===== config.mk =====
export PLATFORM = sky130hd
export DESIGN_NAME = feature_upsample
export DESIGN_NICKNAME = d
export VERILOG_FILES = /design/src/rtl/cnn_stream_pkg.sv /design/src/rtl/feature_pingpong_buf.sv /design/src/rtl/feature_upsample.sv
export SDC_FILE = /design/constraint.sdc
export NUM_CORES = 1
export LEC_CHECK = 0
export ABC_AREA = 1
export CAP_MARGIN = 0
export CELL_PAD_IN_SITES_DETAIL_PLACEMENT = 0
export CELL_PAD_IN_SITES_GLOBAL_PLACEMENT = 1
export CORE_MARGIN = 2
export CORE_UTILIZATION = 40
export CTS_BUF_LIST = sky130_fd_sc_hd__clkbuf_2
export CTS_CLUSTER_DIAMETER = 60
export DETAILED_ROUTE_END_ITERATION = 16
export PLACE_DENSITY = 0.7
export SLEW_MARGIN = 10
export SYNTH_ARGS = -nofsm -noshare
export SYNTH_HDL_FRONTEND = slang
export SYNTH_HIERARCHICAL = 1
export SYNTH_SLANG_ARGS = --single-unit

===== constraint.sdc =====
create_clock -name clk -period 4.3 [get_ports clk]
set_input_delay 1.29 -clock clk [delete_from_list [all_inputs] [get_ports clk]]
set_output_delay 1.29 -clock clk [all_outputs]
set_load 0.01 [all_outputs]

===== src/rtl/cnn_stream_pkg.sv =====
// Shared types and defaults for the framed feature stream (upsampler and maxpool).
package cnn_stream_pkg;

  localparam int FEATURE_WIDTH_DEF         = 8;
  localparam int NO_FEATURE_PLANES_PAR_DEF = 3;
  localparam int NO_FEATURE_PLANES_SER_DEF = 3;
  localparam int POOL_SIZE_DEF             = 4;

  typedef enum logic [1:0] {
    BANK_EMPTY     = 2'd0,
    BANK_FILLING   = 2'd1,
    BANK_FULL      = 2'd2,
    BANK_REPLAYING = 2'd3
  } bank_state_t;

  function automatic int stream_width(input int feature_width, input int planes_par);
    return feature_width * planes_par;
  endfunction

endpackage


===== src/rtl/feature_pingpong_buf.sv =====
// Two-bank ping-pong store of serial word groups with per-bank lifecycle state.
module feature_pingpong_buf
  import cnn_stream_pkg::*;
#(
  parameter int STREAM_WIDTH          = 24,
  parameter int NO_FEATURE_PLANES_SER = 3,
  localparam int SER_W                = $clog2(NO_FEATURE_PLANES_SER)
) (
  input  logic                    clk,
  input  logic                    rst_n,
  input  logic                    wr_en_i,
  input  logic                    wr_restart_i,
  input  logic [STREAM_WIDTH-1:0] wr_data_i,
  output logic                    wr_ready_o,
  output logic [SER_W-1:0]        wr_idx_o,
  input  logic                    rd_start_i,
  input  logic                    rd_release_i,
  input  logic [SER_W-1:0]        rd_ser_i,
  output logic [STREAM_WIDTH-1:0] rd_data_o,
  output logic                    rd_full_o,
  output logic                    rd_next_full_o
);

  localparam logic [SER_W-1:0] SER_LAST = SER_W'(NO_FEATURE_PLANES_SER - 1);

  logic [STREAM_WIDTH-1:0] mem_q [2][NO_FEATURE_PLANES_SER];
  bank_state_t             st_q  [2];
  bank_state_t             st_d  [2];
  logic                    wr_ptr_q, wr_ptr_d;
  logic                    rd_ptr_q, rd_ptr_d;
  logic [SER_W-1:0]        wr_idx_q, wr_idx_d;
  logic [SER_W-1:0]        wr_addr_s;

  // A bank being released this cycle may be refilled on the same edge.
  assign wr_ready_o     = (st_q[wr_ptr_q] == BANK_EMPTY) || (st_q[wr_ptr_q] == BANK_FILLING) ||
                          (rd_release_i && (wr_ptr_q == rd_ptr_q));
  assign wr_addr_s      = wr_restart_i ? '0 : wr_idx_q;
  assign wr_idx_o       = wr_idx_q;
  assign rd_data_o      = mem_q[rd_ptr_q][rd_ser_i];
  assign rd_full_o      = (st_q[rd_ptr_q] == BANK_FULL);
  assign rd_next_full_o = (st_q[~rd_ptr_q] == BANK_FULL);

  always_comb begin
    st_d     = st_q;
    wr_ptr_d = wr_ptr_q;
    rd_ptr_d = rd_ptr_q;
    wr_idx_d = wr_idx_q;
    if (rd_release_i && rd_start_i) begin
      st_d[rd_ptr_q]  = BANK_EMPTY;
      st_d[~rd_ptr_q] = BANK_REPLAYING;
      rd_ptr_d        = ~rd_ptr_q;
    end else if (rd_release_i) begin
      st_d[rd_ptr_q] = BANK_EMPTY;
      rd_ptr_d       = ~rd_ptr_q;
    end else if (rd_start_i) begin
      st_d[rd_ptr_q] = BANK_REPLAYING;
    end else begin
      rd_ptr_d = rd_ptr_q;
    end
    // Write updates come last so a same-edge refill overrides the release.
    if (wr_en_i) begin
      if (wr_restart_i) begin
        st_d[wr_ptr_q] = BANK_FILLING;
        wr_idx_d       = SER_W'(1);
      end else if (wr_idx_q == SER_LAST) begin
        st_d[wr_ptr_q] = BANK_FULL;
        wr_ptr_d       = ~wr_ptr_q;
        wr_idx_d       = '0;
      end else begin
        st_d[wr_ptr_q] = BANK_FILLING;
        wr_idx_d       = wr_idx_q + SER_W'(1);
      end
    end else begin
      wr_idx_d = wr_idx_q;
    end
  end

  always_ff @(posedge clk or negedge rst_n) begin
    if (!rst_n) begin
      st_q[0]  <= BANK_EMPTY;
      st_q[1]  <= BANK_EMPTY;
      wr_ptr_q <= 1'b0;
      rd_ptr_q <= 1'b0;
      wr_idx_q <= '0;
    end else begin
      st_q     <= st_d;
      wr_ptr_q <= wr_ptr_d;
      rd_ptr_q <= rd_ptr_d;
      wr_idx_q <= wr_idx_d;
    end
  end

  always_ff @(posedge clk) begin
    if (wr_en_i) begin
      mem_q[wr_ptr_q][wr_addr_s] <= wr_data_i;
    end
  end

endmodule


===== src/rtl/feature_upsample.sv =====
// Nearest-neighbour upsampler: stores one serial word group and replays it
// POOL_SIZE times as a framed feature stream.
module feature_upsample
  import cnn_stream_pkg::*;
#(
  parameter int FEATURE_WIDTH         = FEATURE_WIDTH_DEF,
  parameter int NO_FEATURE_PLANES_PAR = NO_FEATURE_PLANES_PAR_DEF,
  parameter int NO_FEATURE_PLANES_SER = NO_FEATURE_PLANES_SER_DEF,
  parameter int POOL_SIZE             = POOL_SIZE_DEF,
  parameter int STREAM_WIDTH          = stream_width(FEATURE_WIDTH, NO_FEATURE_PLANES_PAR)
) (
  input  logic                    clk,
  input  logic                    rst_n,
  input  logic [STREAM_WIDTH-1:0] in_stream,
  input  logic                    in_valid,
  input  logic                    in_first,
  output logic                    in_ready,
  output logic [STREAM_WIDTH-1:0] feature_stream,
  output logic                    feature_valid,
  output logic                    feature_first,
  output logic                    feature_last,
  output logic                    align_err
);

  localparam int SER_W  = $clog2(NO_FEATURE_PLANES_SER);
  localparam int POOL_W = $clog2(POOL_SIZE);
  localparam logic [SER_W-1:0]  SER_LAST  = SER_W'(NO_FEATURE_PLANES_SER - 1);
  localparam logic [POOL_W-1:0] POOL_LAST = POOL_W'(POOL_SIZE - 1);

  logic                    ready_en_q;
  logic                    active_q, active_d;
  logic [SER_W-1:0]        ser_q, ser_d;
  logic [POOL_W-1:0]       pass_q, pass_d;
  logic [STREAM_WIDTH-1:0] stream_q, stream_d;
  logic                    valid_q, valid_d;
  logic                    first_q, first_d;
  logic                    last_q, last_d;
  logic                    align_q;

  logic                    buf_wr_ready_s;
  logic [SER_W-1:0]        wr_idx_s;
  logic [STREAM_WIDTH-1:0] rd_data_s;
  logic                    rd_full_s, rd_next_full_s;
  logic                    accept_s, misalign_s, last_word_s, rd_start_s;

  assign in_ready    = ready_en_q & buf_wr_ready_s;
  assign accept_s    = in_valid & in_ready;
  assign misalign_s  = accept_s & in_first & (wr_idx_s != '0);
  assign last_word_s = active_q && (ser_q == SER_LAST) && (pass_q == POOL_LAST);
  // Start from idle, or chain straight into the other bank to avoid a bubble.
  assign rd_start_s  = (~active_q & rd_full_s) | (last_word_s & rd_next_full_s);

  feature_pingpong_buf #(
    .STREAM_WIDTH          (STREAM_WIDTH),
    .NO_FEATURE_PLANES_SER (NO_FEATURE_PLANES_SER)
  ) u_buf (
    .clk            (clk),
    .rst_n          (rst_n),
    .wr_en_i        (accept_s),
    .wr_restart_i   (misalign_s),
    .wr_data_i      (in_stream),
    .wr_ready_o     (buf_wr_ready_s),
    .wr_idx_o       (wr_idx_s),
    .rd_start_i     (rd_start_s),
    .rd_release_i   (last_word_s),
    .rd_ser_i       (ser_q),
    .rd_data_o      (rd_data_s),
    .rd_full_o      (rd_full_s),
    .rd_next_full_o (rd_next_full_s)
  );

  always_comb begin
    active_d = active_q;
    ser_d    = ser_q;
    pass_d   = pass_q;
    stream_d = stream_q;
    valid_d  = 1'b0;
    first_d  = 1'b0;
    last_d   = 1'b0;
    if (active_q) begin
      stream_d = rd_data_s;
      valid_d  = 1'b1;
      first_d  = (ser_q == '0) && (pass_q == '0);
      last_d   = last_word_s;
      if (ser_q == SER_LAST) begin
        ser_d = '0;
        if (pass_q == POOL_LAST) begin
          pass_d   = '0;
          active_d = rd_next_full_s;
        end else begin
          pass_d = pass_q + POOL_W'(1);
        end
      end else begin
        ser_d = ser_q + SER_W'(1);
      end
    end else begin
      active_d = rd_full_s;
    end
  end

  always_ff @(posedge clk or negedge rst_n) begin
    if (!rst_n) begin
      ready_en_q <= 1'b0;
      active_q   <= 1'b0;
      ser_q      <= '0;
      pass_q     <= '0;
      stream_q   <= '0;
      valid_q    <= 1'b0;
      first_q    <= 1'b0;
      last_q     <= 1'b0;
      align_q    <= 1'b0;
    end else begin
      ready_en_q <= 1'b1;
      active_q   <= active_d;
      ser_q      <= ser_d;
      pass_q     <= pass_d;
      stream_q   <= stream_d;
      valid_q    <= valid_d;
      first_q    <= first_d;
      last_q     <= last_d;
      align_q    <= misalign_s;
    end
  end

  assign feature_stream = stream_q;
  assign feature_valid  = valid_q;
  assign feature_first  = first_q;
  assign feature_last   = last_q;
  assign align_err      = align_q;

endmodule

== Word-level counts from Yosys, hierarchy flattened ==
Memories as Yosys holds them, arrays and structs flattened.
Cells that the tools add are included.
Storage, ports and cells
  flip-flop bits (word level): 42
  output and inout port bits: 29
  memories kept: 1
  RAM bits: 144
Operators by class
  mux-type cells: 41
  equal/unequal tests: 7
  bitwise logic cells: 26
  add/sub/neg operators: 3
  order comparisons: 9
  reductions and logical operators: 18
Memory list
  u_buf.mem_q: words 2, width 72, rd ports 1, clocked after Yosys merged registers in 0, wr ports 1, RTL line feature_pingpong_buf.sv:26  | logic [STREAM_WIDTH-1:0] mem_q [2][NO_FEATURE_PLANES_SER];
Operators with widths (count)
  2-to-1 mux 24 bit: 3
  2-to-1 mux 72 bit: 1
  binary-select mux 24 bit (select 2 bit): 1
  demux 24 bit (select 2 bit): 1
  2-to-1 mux 2 bit: 17
  2-to-1 mux 4 bit: 6
  == test 2 bit (second input constant): 5
  logical AND 1 bit: 9
  2-to-1 mux 1 bit: 9
  bitwise OR 4 bit: 2
  adder 2 x 1 -> 2 bit (second input constant): 3
  AND 1 bit: 6
  demux 2 bit (select 1 bit): 3
  >= comparator 2 bit (second input constant): 3
  >= comparator 3 bit (second input constant): 2
  zero test 2 bit: 3
  less-than comparator 2 x 1 -> 1 bit (second input constant): 3
  NOT 1 -> 2 bit: 3
  NOT 2 -> 3 bit: 2
  AND 2 bit: 2
  AND 4 bit: 1
  NOT 1 bit: 4
  NOT 2 bit: 2
  NOT 4 bit: 1
  9 further kinds: 12

== Longest topological paths before layout ==
Gate-level depths: netlist (run 1).
  depth after elaboration: 18
  gate-level depth with buffers: 15
  gate-level depth less buffers: 14

== Modules after synthesis ==
The synthesis (run 1) kept the hierarchy.
Modules (own cells, without submodules)
  feature_pingpong_buf: sequential area each 4524.3 µm², area each 6239.7 µm², times used 1, cells each 546
  feature_upsample: sequential area each 850.8 µm², area each 1340.0 µm², times used 1, cells each 152

== Worst setup path before layout (run 1) ==
Ideal clock, no wire load.
  path kind: input-to-reg
  start point: input port in_valid
  end point: memory u_buf/mem_q[0][0] in the netlist's numbering (enable)
  buffers on the path: 0
  stages: 6
  library setup time: 406 ps
  arrival: 2832 ps
  data required time: 3894 ps
  slack: 1062 ps
  path through: nand2_1 > inv_1 > inv_1 > nor2_1 > nand3_1 > nor2_1
Between the ends
  cells in the longest elaborated chain, start to end: 10
  elaborated cells on any way between the ends: 12
  those cells by class: order compare (2); mux (5); bitwise (4); reduce/logical (1)
RTL lines
  from (decl): RTL line feature_upsample.sv:15  | input logic in_valid,
  AND 1 bit (*): RTL line feature_upsample.sv:47  | assign accept_s = in_valid & in_ready;
  net accept_s: RTL line feature_upsample.sv:44  | logic accept_s, misalign_s, last_word_s, rd_start_s;
  AND 1 bit (2 in a row): RTL line feature_upsample.sv:48  | assign misalign_s = accept_s & in_first & (wr_idx_s != '0);
  2-to-1 mux 2 bit: RTL line feature_pingpong_buf.sv:37  | assign wr_addr_s = wr_restart_i ? '0 : wr_idx_q;
  NOT 2 -> 3 bit (implied by the code): RTL line feature_pingpong_buf.sv:95  | mem_q[wr_ptr_q][wr_addr_s] <= wr_data_i;
  >= comparator 3 bit (implied by the code) or less-than comparator 3 x 1 -> 1 bit (tied branches): RTL line feature_pingpong_buf.sv:95
  logical AND 1 bit (implied by the code): RTL line feature_pingpong_buf.sv:95
  2-to-1 mux 24 bit (implied by the code): RTL line feature_pingpong_buf.sv:95
  demux 24 bit (select 2 bit): RTL line feature_pingpong_buf.sv:95
  2-to-1 mux 72 bit (implied by the code) (*): RTL line feature_pingpong_buf.sv:95
  to (decl): RTL line feature_pingpong_buf.sv:26
The timed path passes the listed nets; every way through them passes the cells marked *.

== Worst setup path after layout (run 1) ==
  start point: register ser_q[0]
  end point: output port in_ready
Between the ends
  cells in the longest elaborated chain, start to end: 6
RTL lines
  from (decl): RTL line feature_upsample.sv:32  | logic [SER_W-1:0] ser_q, ser_d;
  from (signal assigned): RTL line feature_upsample.sv:115  | ser_q <= ser_d;
  == test 2 bit: RTL line feature_upsample.sv:49  | assign last_word_s = active_q && (ser_q == SER_LAST) && (pass_q == POOL_LAST);
  logical AND 1 bit (2 in a row): RTL line feature_upsample.sv:49
  net last_word_s: RTL line feature_upsample.sv:44
  logical AND 1 bit: RTL line feature_pingpong_buf.sv:36  | (rd_release_i && (wr_ptr_q == rd_ptr_q));
  logical OR 1 bit: RTL line feature_pingpong_buf.sv:35  | assign wr_ready_o = (st_q[wr_ptr_q] == BANK_EMPTY) || (st_q[wr_ptr_q] == BANK_FILLING) ||
  net buf_wr_ready_s: RTL line feature_upsample.sv:40  | logic buf_wr_ready_s;
  AND 1 bit: RTL line feature_upsample.sv:46  | assign in_ready = ready_en_q & buf_wr_ready_s;
  to (decl): RTL line feature_upsample.sv:17  | output logic in_ready,
The timed path passes the listed nets, and every way through them passes these cells.

==> reports/metrics.yaml, run 1 <==
final_layout:
  fin_util_pct: 46.09
  drive_gt1_share_pct: 7.441
  fill_cells: 1732
  nNetsFinal: 783
  area_growth_pct: 13.37
  multiInputGateArea_sq_um: 1916
  seqCellArea_sq_um: 5376
placed_design:
  gp_congestion: 0.7635
  dp_hpwl_mm: 9.405
  dp_slack_ns: 1.124
  port-buffer-count: 56
power:
  comb_power_share_pct: 34.6
  swShare_pct: 36.65
  internal_power_mw: 3.179
  p_per_area_nw_per_um2: 584.0
  vdd_drop_max_mv: 0.1907
  p_seq_share_pct: 46.7
  total_power_mw: 5.018
  power_leakage_nw: 3.578
  power_frac_clock_pct: 18.7
  netSwitchingPower_mw: 1.839
timing:
  post-route-min-period_ns: 3.985
  rsz0062_at_grt: "false"
  worstMarginPinSlew_ns: 1.010
  slew-limit-headroom_pct: 32.63
  hold_viol: 0
  final.setup.tns_ns: 0
  skew_ns: 0.03102
  fmax_mhz: 250.9
  period_share_pct: 92.67
  finalWorstSetupSlack_ns: 0.3151
  drv_slew: 0
  setup_viol: 0
  timing.hold.ws_ns: 0.5033
clock_tree:
  cts_made_buffers: 17
  clk_path_buf_depth: 2
  post_cts_resized: 0
  clock_latency_ns: 0.74
  cts.sinks: 186
  cts_tree: "built"
  postCtsSetupRepairBufs: 0
  clkTransAtPathRegs_ns: 0.25
  h-tree-depth: 4
  root_buffer: "clkbuf_2"
  ctsHoldBuffers: 0
route:
  drc_errors: 0
  vias_per_cell: 4.817
  routed_wl_mm: 15.69
  ant_nets: 0
  drt_iter0_drc: 363
  wire_per_inst_um: 15.67
  num_vias: 4822
  first_pass_iters: 4
status:
  status: "finished clean"
synth:
  ys_types: 21
  async_flop_share_pct: 22.58
  synth.area.top_cells: "edfxtp_1, nand2_1, dfrtp_1, o21a_1, buf_6"
  syn_area_per_cell_sq_um: 10.86
  synth_flop_cell: "edfxtp_1"
  ys_warn_count: 6
  yosysTopAreaCellShare_pct: 57.05
  syn-num-nets: 728
  synth_seq_area_share_pct: 70.91
  yosysMostFrequentCell: "nand2_1"
  synth_enable_flop_cells: 144
  ys_ff_latch: 186
  synthesis.instances: 698
  syn-cell-area_sq_um: 7580
  yosys.area.top_type: "edfxtp_1"
  synth_commonest_cells: "nand2_1, edfxtp_1, dfrtp_1, o21a_1, o21ai_0"
floorplan:
  core_area_sq_um: 18640
  io_pins: 57
  rows: 50
  die_y_um: 141.7
  die_x_um: 141.7
  initial_core_util_pct: 40.66
  die-area_sq_um: 20070
min_path:
  hp-class: "flip-flop to flip-flop"
grt:
  grt_overflow: 0
  antenna_found_initial: 1
  grt_pass1_wl_mm: 25.07
  grt_use_total_pct: 16.69
  grt_pass1_vias: 4735
  grt_max_degree: 75
worst_setup_path:
  cp_max_fo: 5
  worstPathArrival_ns: 2.69
  path_class: "flip-flop to output port"
  crit_required_ns: 3.01
  end_kind: "output port"
  cp-start-kind: "flip-flop"
flow_run:
  max-cap-violations: 0
## sequential cells by signal, indices dropped and copies added, names as in the netlist
| register | cells |
|---|---|
| pass_q | 2 |
| u_buf/st_q | 4 |
| active_q | 1 |
| u_buf/rd_ptr_q | 1 |
| feature_last | 1 |
| feature_valid | 1 |
| feature_first | 1 |
| feature_stream | 24 |
| ser_q | 2 |
| u_buf/wr_idx_o | 2 |
| ready_en_q | 1 |
| u_buf/mem_q | 144 |
| align_err | 1 |
| u_buf/wr_ptr_q | 1 |
## path summary, 6_finish.rpt
kind,cells after the start,to,slack [ns],startpoint
hold reg to reg,2,feature_stream[14],0.50,feature_stream[14]
hold / removal,2,feature_stream[14],0.50,feature_stream[14]
max in group asynchronous,1,u_buf/rd_ptr_q,2.96,rst_n
setup reg to reg,14,u_buf/mem_q[1][36],1.53,ser_q[0]
min in group asynchronous,1,u_buf/wr_idx_o[0],0.67,rst_n
setup / recovery,8,in_ready,0.32,ser_q[0]
## layout by cell type, fill, tap and decap left out, types with 3 or more instances in the layout
cell type	Yosys	final
clkinvlp_4	0	3
nand2_1	362	362
clkdlybuf4s50_1	0	55
edfxtp_1	144	144
nor2_2	0	6
nand3_1	10	10
inv_6	0	3
clkbuf_2	0	17
inv_2	4	4
a21oi_1	3	3
o21ai_1	15	15
dfrtp_1	42	41
bufinv_16	0	3
o21ai_0	20	20
o21a_1	24	24
buf_4	3	12
nor2_1	17	11
inv_1	19	19
## power groups by stage
stage | combinational (mW) | sequential, mW | clock, mW
2_1_floorplan | 1.15 | 2.42 | 0
3_3_place_gp | 1.74 | 2.38 | 0
3_5_place_dp | 1.76 | 2.39 | 0
4_1_cts | 1.77 | 2.34 | 0.983
5_1_grt | 1.99 | 2.38 | 1.05
6_report | 1.73 | 2.34 | 0.941
## metrics by stage
stage / area (sq um) / std cells
6_report: 8593 / 1001
5_1_grt: 8593 / 1001
4_1_cts: 8591 / 1000
3_5_place_dp: 8317 / 968
3_3_place_gp: 8317 / 968
2_1_floorplan: 7580 / 698
## critical path: stages, from the launching register on
cell and delay, ns:
dfrtp_1 0.44, inv_1 0.10, nand3_1 0.16, nor2_1 0.26, nand2_1 0.16, a32oi_1 0.18, nand2_1 0.07, inv_1 0.07
clkdlybuf4s50_1 0.53
## routing by layer
metal	vias to the layer above	track usage [%]	share of wire (%)
li1	2395	-	-
met1	2317	21.61	46
met2	94	27.87	49
met3	16	3.915	3.9
met4	0	5.526	1.1
met5	-	0	0
## kinds of logic after synthesis
kind of cell               synth area share (%)
adders and majority gates                0.3301
buffers and inverters                     4.011
xor gates and xnor gates                 0.1156
and+or+nand+nor                           19.58
DFF                                       70.91
AOI/OAI and AO/OA                         5.002
other                                   0.04947
## cell type report
class / instances / area share, %
flip-flops and latches: 186 / 62.57
multi-input cells: 457 / 22.29
repair buffers: 68 / 7.513
well taps: 234 / 3.407
clock inverters: 15 / 2.199
inverters: 23 / 1.005
clock buffers: 17 / 0.9901
diodes: 1 / 0.02912
(Power assumes the default switching activity.)
==> run 2, diff against run 1 <==
Settings changed: ABC_AREA 1 to default, CTS_CLUSTER_DIAMETER 60 to default, PLACE_DENSITY 0.7 to 0.66.
==> run 2 against run 1 <==
Against the previous run:
- total power rose by 0.49%
- largest power group unchanged
- worst hold slack improved by 0.032 ns
- via count fell by 23%
- cell count fell by 27%
- highest routed layer unchanged
- clock power fell by 18%
- non-clock buffer count rose by 3
- wire length fell by 12%
- sequential power barely moved
- critical endpoint unchanged
==> reports/metrics.yaml, run 2 <==
status:
  status: "finished clean"
clock_tree:
  cts.sinks: 186  # unchanged
  clock_latency_ns: 0.74  # about the same
  ctsHoldBuffers: 0  # unchanged
  h-tree-depth: 4  # unchanged
  clk_path_buf_depth: 2  # unchanged
  cts_tree: "built"
  root_buffer: "clkbuf_2"
  cts_made_buffers: 17  # unchanged
  clkTransAtPathRegs_ns: 0.24  # about the same
grt:
  grt_overflow: 0  # unchanged
  grt_pass1_vias: 3858  # -19%
  antenna_found_initial: 1  # unchanged
  grt_pass1_wl_mm: 21.84  # -13%
  grt_use_total_pct: 14.87  # -1.8 points
  grt_max_degree: 54  # -28%
synth:
  yosysMostFrequentCell: "edfxtp_1"
  ys_warn_count: 6  # unchanged
  synth_seq_area_share_pct: 72.36  # +1.4 points
  syn_area_per_cell_sq_um: 17.60  # +62%
  synth.area.top_cells: "edfxtp_1, dfrtp_1, mux2i_1, mux2_4, mux2_2"
  synth_enable_flop_cells: 144  # unchanged
  yosysTopAreaCellShare_pct: 58.21  # +1.2 points
  syn-cell-area_sq_um: 7428  # -2.0%
  ys_types: 36  # +71%
  synthesis.instances: 422  # -40%
  yosys.area.top_type: "edfxtp_1"
  synth_commonest_cells: "edfxtp_1, mux2i_1, dfrtp_1, nand2_1, mux2_2"
  async_flop_share_pct: 22.58  # unchanged
  ys_ff_latch: 186  # unchanged
  syn-num-nets: 452  # -38%
  synth_flop_cell: "edfxtp_1"
final_layout:
  fill_cells: 1544  # -11%
  nNetsFinal: 520  # -34%
  final_cell_mix: "edfxtp_1, clkdlybuf4s50_1, mux2i_1"
  largest_reg_flops: 144  # unchanged
  area_growth_pct: 13.71
  stdcell_area_sq_um: 8447  # -1.7%
  fin_util_pct: 46.70  # +0.61 points
  drive_gt1_share_pct: 21.27  # +14 points
  regMostFlops: "u_buf/mem_q"
  final_common_cell: "edfxtp_1"
timing:
  worstMarginPinSlew_ns: 1.048  # +0.03756 ns
  period_share_pct: 95.53  # +2.9 points
  final.setup.tns_ns: 0  # unchanged
  fmax_mhz: 243.4  # -3.0%
  post-route-min-period_ns: 4.108  # +0.1229 ns
  hold_viol: 0  # unchanged
  skew_ns: 0.03712  # +0.006103 ns
  setup_viol: 0  # unchanged
  slew-limit-headroom_pct: 30.13  # -2.5 points
  rsz0062_at_grt: "false"
  drv_slew: 0  # unchanged
worst_setup_path:
  cp-start-kind: "flip-flop"
  crit_required_ns: 3.01  # about the same
  worstPathArrival_ns: 2.82  # +0.13 ns
  path_class: "flip-flop to output port"
  cp_max_fo: 6  # +1
  r2r_cells: 9  # -5
  end_kind: "output port"
route:
  first_pass_iters: 4  # unchanged
  routed_wl_mm: 13.82  # -12%
  drt_iter0_drc: 169  # -53%
  vias_per_cell: 5.082  # +5.5%
  num_vias: 3725  # -23%
  ant_nets: 0  # unchanged
  wire_per_inst_um: 18.85  # +20%
  drc_errors: 0  # unchanged
power:
  p_seq_share_pct: 46.9  # +0.2 points
  vdd_drop_max_mv: 0.2481  # +30%
  internal_power_mw: 3.429  # +7.9%
  power_frac_clock_pct: 15.2  # -3.5 points
  swShare_pct: 31.99  # -4.7 points
  power_leakage_nw: 3.156  # -12%
  p_per_area_nw_per_um2: 597.0  # +2.2%
  comb_power_share_pct: 37.9  # +3.3 points
  netSwitchingPower_mw: 1.613  # -12%
floorplan:
  die_y_um: 140.3  # -0.97%
  rows: 49  # -2.0%
  core_area_sq_um: 18090  # -3.0%
  die_x_um: 140.3  # -0.97%
  initial_core_util_pct: 41.07  # +0.41 points
  io_pins: 57  # unchanged
  die-area_sq_um: 19680  # -1.9%
flow_run:
  max-cap-violations: 0  # unchanged
min_path:
  hp-class: "flip-flop to flip-flop"
  hold_depth: 1  # -1
placed_design:
  place_area_sq_um: 8239  # -0.93%
  gp_congestion: 0.7356  # -3.7%
  dp_hpwl_mm: 8.425  # -10%
  port-buffer-count: 56  # unchanged
-- run 2: cell types whose count changed after synthesis, sizes merged, moves of 15 or more --
cell,change
nand2,-333
mux2,+51
mux2i,+51
o21ai,-33
o221ai,+24
o21a,-23
inv,-15
-- run 2: routing by layer --
metal	up-vias	GRT usage, %	share of wire [%]
met5	-	0	0
met4	0	4.891	1.7
met3	19	4.410	4.3
met2	70	23.56	47
met1	1886	19.81	47
li1	1750	-	-
-- run 2: power groups by stage --
stage	logic [mW]	registers, mW	clock network (mW)
finish	1.91	2.36	0.768
global route	2.06	2.40	0.867
CTS	1.94	2.37	0.803
detailed placement	1.93	2.41	0
global placement	1.91	2.40	0
floorplan	1.33	2.44	0
-- run 2: final timing paths --
check                                      to                from  slack, ns
setup reg to reg           u_buf/mem_q[1][11]           pass_q[0]       1.03
hold reg to reg            feature_stream[19]  feature_stream[19]       0.54
setup / recovery                     in_ready           pass_q[0]       0.19
hold / removal             feature_stream[19]  feature_stream[19]       0.54
max in group asynchronous      u_buf/rd_ptr_q               rst_n       2.90
min in group asynchronous  feature_stream[23]               rst_n       0.71
-- run 2: timing repair --
item                                    in CTS  in global routing
buffers inserted                             0                  1
gates resized for setup                      0                  0
endpoints found under the setup margin       0                  1
-- run 2: critical path: stages, from the launching register on --
cell and delay [ns]:
dfrtp_1 0.45, ha_1 0.22, and3b_1 0.22, and2_1 0.24, a221o_1 0.35, and2_1 0.14, clkdlybuf4s50_1 0.47
-- run 2: final cells by class --
| class | instances | area, sq um | share of cell area, % |
|---|---|---|---|
| tap | 229 | 286.5 | 3.392 |
| multi-input combinational | 206 | 1846 | 21.85 |
| timing repair buffer | 71 | 705.7 | 8.354 |
| clock inverter | 13 | 102.6 | 1.215 |
| inverter | 8 | 30.03 | 0.3555 |
| clock buffer | 19 | 95.09 | 1.126 |
| antenna | 1 | 2.502 | 0.02963 |
| sequential | 186 | 5379 | 63.68 |
-- run 2: stage by stage --
stage          hold WS (ns)  total power, mW  std cells  setup WS [ns]
3_3_place_gp         0.4881            4.303        699         0.7783
4_1_cts              0.5432            5.105        731        0.07416
2_1_floorplan        0.3745            3.767        422         0.9858
6_report             0.5357            5.043        733         0.1922
3_5_place_dp         0.4917            4.335        699         0.7349
5_1_grt              0.5571            5.329        733       0.003206
-- run 2: cells by family after synthesis --
kind of cell	Yosys count	share of synthesized area [%]
compound gates	38	4.144
xor+xnor	3	0.3538
fa+ha+maj	2	0.3368
buf+inv	30	2.931
flops	186	72.36
mux	102	15.82
other cells	1	0.05048
simple gates	60	4.009
